`src/rtl/forno_pkg.sv`:
```
// Shared definitions for the microwave cook sequencer: state encoding,
// BCD digit width, default quick-start time and the BCD countdown step.
package forno_pkg;

  typedef enum logic [2:0] {
    ST_IDLE  = 3'd0,
    ST_SET   = 3'd1,
    ST_COOK  = 3'd2,
    ST_PAUSE = 3'd3,
    ST_DONE  = 3'd4
  } state_e;

  localparam int unsigned BCD_W              = 4;
  localparam logic [15:0] DEFAULT_QUICK_SECS = 16'h0030;

  // One-second step of the {m1,m0,s1,s0} display; seconds 60-99 count literally
  function automatic logic [15:0] bcd_dec(input logic [15:0] t);
    logic [15:0] r;
    r = t;
    if (t[3:0] != 4'd0) begin
      r[3:0] = t[3:0] - 4'd1;
    end else if (t[7:4] != 4'd0) begin
      r[7:4] = t[7:4] - 4'd1;
      r[3:0] = 4'd9;
    end else if (t[11:8] != 4'd0) begin
      r[11:8] = t[11:8] - 4'd1;
      r[7:4]  = 4'd5;
      r[3:0]  = 4'd9;
    end else if (t[15:12] != 4'd0) begin
      r[15:12] = t[15:12] - 4'd1;
      r[11:8]  = 4'd9;
      r[7:4]   = 4'd5;
      r[3:0]   = 4'd9;
    end
    return r;
  endfunction

endpackage

```
`src/rtl/bcd_countdown.sv`:
```
// Four-digit BCD cook-time register: clear, load, keypad shift-in and
// one-second decrement, with a zero flag for the sequencer.
module bcd_countdown
  import forno_pkg::*;
(
  input  logic               clock,
  input  logic               resetn,
  input  logic               clr,
  input  logic               load,
  input  logic [4*BCD_W-1:0] load_val,
  input  logic               shift,
  input  logic [BCD_W-1:0]   digit,
  input  logic               dec,
  output logic [4*BCD_W-1:0] time_bcd,
  output logic               zero
);

  logic [4*BCD_W-1:0] time_d, time_q;

  // Next time value; clear dominates load, load dominates keypad and countdown
  always_comb begin
    time_d = time_q;
    if (clr) begin
      time_d = '0;
    end else if (load) begin
      time_d = load_val;
    end else if (shift) begin
      time_d = {time_q[3*BCD_W-1:0], digit};
    end else if (dec) begin
      time_d = bcd_dec(time_q);
    end
  end

  // Time register
  always_ff @(posedge clock or negedge resetn) begin
    if (!resetn) begin
      time_q <= '0;
    end else begin
      time_q <= time_d;
    end
  end

  assign time_bcd = time_q;
  assign zero     = (time_q == '0);

endmodule

```
`src/rtl/controle_forno.sv`:
```
// Microwave cook-cycle sequencer: synchronizes operator controls, runs the
// MM:SS countdown and drives the magnetron and done indication.
// Optional build macro CONTROLE_FORNO_BEEP_EN adds the beep output and its
// BEEP_CYCLES-long pulse counter.
module controle_forno
  import forno_pkg::*;
#(
  parameter int unsigned CLK_PER_SEC = 1000,
  parameter logic [15:0] QUICK_SECS  = DEFAULT_QUICK_SECS
`ifdef CONTROLE_FORNO_BEEP_EN
  ,
  parameter int unsigned BEEP_CYCLES = 3000
`endif
) (
  input  logic        clock,
  input  logic        resetn,
  input  logic        startn,
  input  logic        stopn,
  input  logic        clearn,
  input  logic        door_closed,
  input  logic        key_valid,
  input  logic [3:0]  key_digit,
  output logic        mag_on,
  output logic        done,
  output logic [2:0]  state,
  output logic [15:0] time_bcd
`ifdef CONTROLE_FORNO_BEEP_EN
  ,
  output logic        beep
`endif
);

  localparam int unsigned        PRESC_W    = $clog2(CLK_PER_SEC);
  localparam logic [PRESC_W-1:0] PRESC_LAST = PRESC_W'(CLK_PER_SEC - 1);

  // Button order in the vectors below: {clear, stop, start}
  logic [2:0] btn_s1_q, btn_s2_q, btn_prev_q;
  logic       door_s1_q, door_s2_q, door_prev_q;

  state_e             state_d, state_q;
  logic [PRESC_W-1:0] presc_d, presc_q;
  logic               mag_on_q, done_q;

  logic        tm_clr, tm_load, tm_shift, tm_dec, tm_zero;
  logic [15:0] tm_value;

  logic press_start, press_stop, press_clear, door_ok, door_fall, key_ok;

  // Two-stage synchronizers plus previous-sample stage for edge detection
  always_ff @(posedge clock or negedge resetn) begin
    if (!resetn) begin
      btn_s1_q    <= '1;
      btn_s2_q    <= '1;
      btn_prev_q  <= '1;
      door_s1_q   <= 1'b0;
      door_s2_q   <= 1'b0;
      door_prev_q <= 1'b0;
    end else begin
      btn_s1_q    <= {clearn, stopn, startn};
      btn_s2_q    <= btn_s1_q;
      btn_prev_q  <= btn_s2_q;
      door_s1_q   <= door_closed;
      door_s2_q   <= door_s1_q;
      door_prev_q <= door_s2_q;
    end
  end

  assign press_start = btn_prev_q[0] & ~btn_s2_q[0];
  assign press_stop  = btn_prev_q[1] & ~btn_s2_q[1];
  assign press_clear = btn_prev_q[2] & ~btn_s2_q[2];
  assign door_ok     = door_s2_q;
  assign door_fall   = door_prev_q & ~door_s2_q;
  assign key_ok      = key_valid && (key_digit <= 4'd9);

  bcd_countdown u_timer (
    .clock    (clock),
    .resetn   (resetn),
    .clr      (tm_clr),
    .load     (tm_load),
    .load_val (QUICK_SECS),
    .shift    (tm_shift),
    .digit    (key_digit),
    .dec      (tm_dec),
    .time_bcd (tm_value),
    .zero     (tm_zero)
  );

  // Sequencer next state with priority clear > stop > door open > start > key
  always_comb begin
    state_d  = state_q;
    presc_d  = presc_q;
    tm_clr   = 1'b0;
    tm_load  = 1'b0;
    tm_shift = 1'b0;
    tm_dec   = 1'b0;
    case (state_q)
      ST_IDLE: begin
        if (press_clear || press_stop) begin
          tm_clr = 1'b1;
        end else if (press_start && door_ok) begin
          tm_load = 1'b1;
          presc_d = '0;
          state_d = ST_COOK;
        end else if (key_ok) begin
          tm_shift = 1'b1;
          state_d  = ST_SET;
        end
      end
      ST_SET: begin
        if (press_clear || press_stop) begin
          tm_clr  = 1'b1;
          state_d = ST_IDLE;
        end else if (press_start && door_ok) begin
          tm_load = tm_zero;
          presc_d = '0;
          state_d = ST_COOK;
        end else if (key_ok) begin
          tm_shift = 1'b1;
        end
      end
      ST_COOK: begin
        if (press_clear) begin
          tm_clr  = 1'b1;
          state_d = ST_IDLE;
        end else if (press_stop || !door_ok) begin
          state_d = ST_PAUSE;
        end else if (presc_q == PRESC_LAST) begin
          presc_d = '0;
          tm_dec  = 1'b1;
          // Only 0001 decrements to 0000, so finish on that edge
          if (tm_value == 16'h0001) begin
            state_d = ST_DONE;
          end
        end else begin
          presc_d = presc_q + PRESC_W'(1);
        end
      end
      ST_PAUSE: begin
        if (press_clear || press_stop) begin
          tm_clr  = 1'b1;
          state_d = ST_IDLE;
        end else if (press_start && door_ok) begin
          state_d = ST_COOK;
        end
      end
      ST_DONE: begin
        if (press_clear || press_stop || press_start || door_fall) begin
          state_d = ST_IDLE;
        end
      end
      default: begin
        state_d = ST_IDLE;
      end
    endcase
  end

  // State, prescaler and registered magnetron/done outputs
  always_ff @(posedge clock or negedge resetn) begin
    if (!resetn) begin
      state_q  <= ST_IDLE;
      presc_q  <= '0;
      mag_on_q <= 1'b0;
      done_q   <= 1'b0;
    end else begin
      state_q  <= state_d;
      presc_q  <= presc_d;
      mag_on_q <= (state_d == ST_COOK);
      done_q   <= (state_d == ST_DONE);
    end
  end

  assign mag_on   = mag_on_q;
  assign done     = done_q;
  assign state    = state_q;
  assign time_bcd = tm_value;

`ifdef CONTROLE_FORNO_BEEP_EN
  localparam int unsigned BEEP_W = $clog2(BEEP_CYCLES + 1);

  logic              beep_d, beep_q;
  logic [BEEP_W-1:0] beep_cnt_d, beep_cnt_q;

  // Beep pulse starts on DONE entry, ends after BEEP_CYCLES or on DONE exit
  always_comb begin
    beep_d     = beep_q;
    beep_cnt_d = beep_cnt_q;
    if (state_d == ST_DONE && state_q != ST_DONE) begin
      beep_d     = 1'b1;
      beep_cnt_d = BEEP_W'(BEEP_CYCLES - 1);
    end else if (state_d != ST_DONE) begin
      beep_d     = 1'b0;
      beep_cnt_d = '0;
    end else if (beep_q) begin
      if (beep_cnt_q == '0) begin
        beep_d = 1'b0;
      end else begin
        beep_cnt_d = beep_cnt_q - BEEP_W'(1);
      end
    end
  end

  // Beep registers
  always_ff @(posedge clock or negedge resetn) begin
    if (!resetn) begin
      beep_q     <= 1'b0;
      beep_cnt_q <= '0;
    end else begin
      beep_q     <= beep_d;
      beep_cnt_q <= beep_cnt_d;
    end
  end

  assign beep = beep_q;
`endif

endmodule

```
`config.mk`:
```
export PLATFORM = sky130hd
export DESIGN_NAME = controle_forno
export DESIGN_NICKNAME = d
export VERILOG_FILES = /design/src/rtl/forno_pkg.sv /design/src/rtl/bcd_countdown.sv /design/src/rtl/controle_forno.sv
export SDC_FILE = /design/constraint.sdc
export NUM_CORES = 1
export LEC_CHECK = 0
export ABC_CLOCK_PERIOD_IN_PS = 2600
export CAP_MARGIN = 20
export CORE_ASPECT_RATIO = 0.6
export CORE_UTILIZATION = 32
export DETAILED_ROUTE_END_ITERATION = 6
export PLACE_DENSITY = 0.58
export REMOVE_ABC_BUFFERS = 1
export SYNTH_ARGS = -nofsm -noshare
export SYNTH_HDL_FRONTEND = slang
export SYNTH_SLANG_ARGS = --single-unit
```
`constraint.sdc`:
```
create_clock -name clock -period 2.6 [get_ports clock]
set_input_delay 0.39 -clock clock [delete_from_list [all_inputs] [get_ports clock]]
set_output_delay 0.39 -clock clock [all_outputs]
set_load 0.01 [all_outputs]
```
======== Word level (Yosys, flattened, before mapping) ========
Cells that the tools add are included.
word-level totals
  word-level logic and storage cells ...... 114
  memory bits (read-only) ................. 0
  output and inout bits ................... 21
  RAM bits ................................ 0
  register bits ........................... 43
  bits of input ports ..................... 11
  memories kept ........................... 0
  bits in latches ......................... 0
operators by class
  shift-type cells ........................ 0
  $add $sub $neg .......................... 5
  multipliers ............................. 0
  bitwise logic cells ..................... 8
  reduce and logical (&&, ||, !) cells .... 27
  divide/modulo/power cells ............... 0
  multiplexer cells ....................... 44
  magnitude comparators ................... 1
  equality and inequality tests ........... 15
operator list
  cell                                                   number
  2-to-1 mux 16 bit                                      5
  2-to-1 mux 10 bit                                      5
  2-to-1 mux 3 bit                                       10
  2-to-1 mux 12 bit                                      2
  nonzero test 4 bit                                     6
  case mux 10 bit (2 select lines)                       1
  equality test 16 x 1 -> 1 bit (second input constant)  1
  logical NOT 16 bit                                     1
  2-to-1 mux 8 bit                                       2
  subtractor 4 x 1 -> 4 bit (second input constant)      4
  2-to-1 mux 1 bit                                       14
  != test 4 bit (second input constant)                  3
  case mux 3 bit (4 select lines)                        1
  adder 10 x 1 -> 10 bit (second input constant)         1
  equality test 10 bit (second input constant)           1
  AND reduction 5 bit                                    2
  equality test 3 x 2 -> 1 bit (second input constant)   3
  2-to-1 mux 4 bit                                       2
  nonzero test 7 bit                                     1
  equality test 3 bit (second input constant)            2
  != test 2 bit (second input constant)                  3
  nonzero test 6 bit                                     1
  nonzero test 5 bit                                     1
  AND 1 bit                                              4
  15 further kinds                                       24

======== Longest topological paths before layout ========
  depth after elaboration ................. 10
  gate-level depth with buffers ........... 8
  depth with buffers taken out ............ 7

======== By module ========
Synthesis repeated with hierarchy kept, for this count alone.
second synthesis, totals
  cells, all modules ...................... 275
  area, all modules ....................... 2632.5 µm²
by module, submodules not included
  module          area each (µm²)  cells each  seq. area each (µm²)  times used
  bcd_countdown   1318.8           155         400.4                 1
  controle_forno  1313.8           120         686.9                 1

======== Worst setup path before layout ========
Ideal clock, no wire load.
  kind .................................... reg2reg
  from .................................... register state_q[2], in the netlist state[2]
  to ...................................... register u_timer.time_q[13], in the netlist u_timer.time_bcd[13]
  library setup time ...................... 0.096 ns
  data arrival time ....................... 2.128 ns
  buffers on the path ..................... 2
  required time ........................... 2.504 ns
  clock period less this slack ............ 2.224 ns
  path slack .............................. 0.376 ns
  stages on the path, launching flop included .. 8
  path through ............................ dfrtp_1 -> buf_6 -> or3b_4 -> nor4_4 -> nand4_2 -> buf_2 -> or3_1 -> a311oi_2
between the ends
  longest elaborated chain between the ends .. 6
  elaborated cells between the ends (all ways) .. 19
  classes of those cells .................. eq/ne: 6; mux: 7; reduce/logical: 6
ends and longest elaborated chain
  what                                                         line                   text
  start, declared                                              controle_forno.sv:40   state_e state_d, state_q;
  start signal, assigned                                       controle_forno.sv:165  state_q <= state_d;
  branches (longest 6 deep; another with AND reduction 5 bit)  -
  end signal, assigned                                         bcd_countdown.sv:39    time_q <= time_d;
  end, declared                                                bcd_countdown.sv:18    logic [4*BCD_W-1:0] time_d, time_q;
Several ways; the timed one is not identified.
A chain may end at the register's enable or synchronous reset.

======== Worst setup path after layout ========
  from .................................... register btn_s2_q[2]
  to ...................................... register u_timer.time_q[7], in the netlist u_timer.time_bcd[7]
between the ends
  longest elaborated chain between the ends .. 8
  elaborated cells between the ends (all ways) .. 20
  classes of those cells .................. eq/ne: 1; mux: 13; bitwise: 2; reduce/logical: 4
ends and longest elaborated chain
  what                                                   line                  text
  start, declared                                        controle_forno.sv:37  logic [2:0] btn_s1_q, btn_s2_q, btn_prev_q;
  start signal, assigned                                 controle_forno.sv:60  btn_s2_q <= btn_s1_q;
  NOT 1 bit *                                            controle_forno.sv:70  assign press_clear = btn_prev_q[2] & ~btn_s2_q[2];
  AND 1 bit *                                            controle_forno.sv:70
  branches (longest 6 deep; another with != test 4 bit)  -
Mark *: on every way between the ends.

==> impl_metrics.csv <==
group,metric,value,unit
layout,fin_nets,316,
timing,fmax,0.4325,GHz
detailed_routing,firstDrtPassIters,4,
layout,antenna_cells,0,
clocking,cts_tree,"done",
timing,setup_viol,0,
detailed_routing,post_drt_wl_per_cell,14.59,µm
logic_synthesis,async_flop_share,100.0,%
power_and_ir_drop,vdd_drop_max,0.2754,mV
floorplan,rows,24,
detailed_routing,routed_wirelength,5951,µm
layout,area_growth,27.15,%
worst_setup_path,path_class,"reg -> reg",
worst_setup_path,worst_ep_arrival_time,2.49,ns
detailed_routing,routed_via_density,5.238,
layout,utilization,42.17,%
worst_setup_path,crit_required,2.77,ns
grt,antenna_found_initial,0,
logic_synthesis,synth_mux_area_share,1.713,%
detailed_routing,drt_iter0_markers,159,
grt,grt_usage,16.58,%
clocking,cts.sinks,43,
floorplan,dieArea,7893,µm²
logic_synthesis,syn-cell-area,2410,µm²
grt,grt_pass1_vias,1920,
worst_setup_path,reg2reg_slack,0.29,ns
timing,drv_slew,0,
power_and_ir_drop,power.density,775.5,nW/µm²
logic_synthesis,synthSimpleGateAreaFrac,28.30,%
grt,gr-total-overflow,0,
floorplan,start_util,33.16,%
grt,grt_max_degree,23,
clocking,cts_buffers,5,
logic_synthesis,synth_ff_type,"dfrtp_1",
timing,tns,0,ns
logic_synthesis,ys_types,59,
layout,drive_above_1_share,19.08,%
clocking,cts.clk_slew.worst_paths,0.06,ns
timing,slew_headroom,49.93,%
power_and_ir_drop,p_leak,1.273,nW
timing,hold_viol_final,0,
logic_synthesis,yosys.area.top_type,"dfrtp_1",
logic_synthesis,yosysSeqAreaShare,45.12,%
logic_synthesis,synth_top_area_share,35.31,%
detailed_routing,vias,2137,
worst_hold_path,worstHoldPathType,"in -> async",
clocking,cts_root_buf,"clkbuf_16",
status,outcome,"finished clean",
logic_synthesis,synth_edf_count,0,
grt,grt_pass1_wl,10050,µm
detailed_routing,antenna_left,0,
logic_synthesis,syn_inst,255,
worst_setup_path,worstSetupStartpointType,"register",
timing,tightest_slew,0.7441,ns
logic_synthesis,synth_top_family_by_area,"simple AND/OR/NAND/NOR gates",
worst_setup_path,end_kind,"register",
logic_synthesis,synth-xor-area-share,0.3634,%
timing,finalCritPeriodShare,88.92,%
detailed_routing,drcViolationCount,0,
logic_synthesis,synth-seq-cells,43,
logic_synthesis,syn-mean-instance-area,9.450,µm²
floorplan,die_h,69.22,µm
clocking,hold_buffers,0,
place,dp_hpwl,4494,µm
floorplan,die_w,114.0,µm
logic_synthesis,synth_compound_area_share,18.48,%
logic_synthesis,synthTopCellsByArea,"dfrtp_1 35%, dfstp_2 9.8%, o21ai_0 4.6%",
logic_synthesis,yosysWarnings,0,
logic_synthesis,synth-adder-area-share,1.038,%
clocking,clk_path_buf_depth,2,
place,port_buffers,31,
clocking,clk_latency,0.29,ns
worst_setup_path,cp_max_fo,11,
timing,finalHoldWorstSlack,0.06798,ns
timing,clock_skew,0.008722,ns
run,drv_cap,0,
clocking,cts_htree_levels,2,
timing,rsz0062_at_grt,"false",
timing,fin_crit,2.312,ns
place,routabilityCongestion,0.8233,
floorplan,core,7267,µm²
floorplan,ioPinCount,32,
layer usage:
metal	track usage (%)	wire length, µm
met1	27.18	3384
met2	20.27	2148
met3	4.283	338
met4	5.195	80
met5	0	0
Yosys cell counts, types with 4 or more instances:
master / n
dfrtp_1: 34
nor2_1: 27
nand2_1: 24
o21ai_0: 22
a21oi_1: 9
dfstp_2: 9
inv_1: 9
nand3_1: 9
a31oi_1: 8
o31ai_1: 7
a211oi_1: 5
nor3_1: 5
nor4_1: 4
or2_2: 4
or4_1: 4
final cells by class:
| cell class | count | area [µm²] |
|---|---|---|
| Sequential cell | 43 | 1087 |
| Clock inverter | 3 | 20.02 |
| Timing Repair Buffer | 52 | 462.9 |
| Clock buffer | 5 | 125.1 |
| Multi-Input combinational cell | 192 | 1205 |
| Tap cell | 104 | 130.1 |
| Inverter | 9 | 33.78 |
| Fill cell | 709 | 4203 |
final timing paths:
path                                            start  cells after the start                              end
worst max-delay path            btn_s2_q[2]$_DFF_PN1_                      5  u_timer.time_bcd[7]$_DFFE_PN0P_
worst min-delay path                           resetn                      1  u_timer.time_bcd[2]$_DFFE_PN0P_
worst max register to register  btn_s2_q[2]$_DFF_PN1_                      5  u_timer.time_bcd[7]$_DFFE_PN0P_
worst min register to register    door_s1_q$_DFF_PN0_                      0                door_ok$_DFF_PN0_
max in group asynchronous                      resetn                      2          btn_prev_q[1]$_DFF_PN1_
min in group clock                door_s1_q$_DFF_PN0_                      0                door_ok$_DFF_PN0_
cell families (layout without fill, tap and decap cells):
| family | Yosys count | in the layout |
|---|---|---|
| simple gates | 117 | 117 |
| compound gates | 68 | 68 |
| flops | 43 | 43 |
| buf+inv | 20 | 69 |
| mux | 4 | 4 |
| fa+ha+maj | 2 | 2 |
| xor+xnor | 1 | 1 |
repair_timing:
action | 4_1_cts | 5_1_grt
setup endpoints to repair | 0 | 1
resized for setup | 0 | 1
buffers inserted | 0 | 0
stage by stage:
stage	area [µm²]	power, mW	setup WS, ns	std cells
finish	3064	2.376	0.2880	408
global route	3064	2.533	0.05435	408
CTS	3062	2.384	0.2584	408
detailed placement	2917	1.750	0.2688	400
global placement	2917	1.751	0.3146	400
floorplan	2323	1.351	0.2699	244
registers in the layout (all words and copies together) (netlist names):
register and cells:
btn_prev_q 3, btn_s1_q 3, btn_s2_q 3, done 1
door_ok 1, door_prev_q 1, door_s1_q 1, mag_on 1
presc_q 10, state 3, u_timer.time_bcd 16
worst max-delay path: stages (launching register included):
cell and delay [ns]:
dfstp_2 0.53, and2b_2 0.25, nor4_1 0.52, and2_1 0.50, nor3_1 0.11, a221o_1 0.30
layout by cell type (no fill, tap or decap), types with 3 or more instances in the layout:
cell type / netlist / final
nor4_1: 4 / 4
or4_1: 4 / 4
o41ai_1: 3 / 3
dfstp_2: 9 / 9
nand2_1: 24 / 23
nand4_1: 3 / 3
a211oi_1: 5 / 5
clkbuf_16: 0 / 5
and4_1: 3 / 3
and3_1: 3 / 3
nor2_1: 27 / 27
o21ai_0: 22 / 22
nand3_1: 9 / 9
inv_1: 9 / 9
nor3_1: 5 / 5
clkdlybuf4s50_1: 0 / 30
and3b_1: 3 / 3
nand3b_1: 3 / 3
mux2i_1: 3 / 3
dfrtp_1: 34 / 34
o21bai_1: 3 / 3
o31ai_1: 7 / 7
a21oi_1: 9 / 9
a31oi_1: 8 / 8
or2_2: 4 / 4
nand2b_1: 3 / 3
buf_4: 1 / 21
power breakdown:
| group | internal, mW | switching [mW] |
|---|---|---|
| Clock | 0.354 | 0.271 |
| Sequential | 0.760 | 0.0799 |
| Combinational | 0.431 | 0.481 |
| Total | 1.54 | 0.832 |
(Power assumes the default switching activity.)
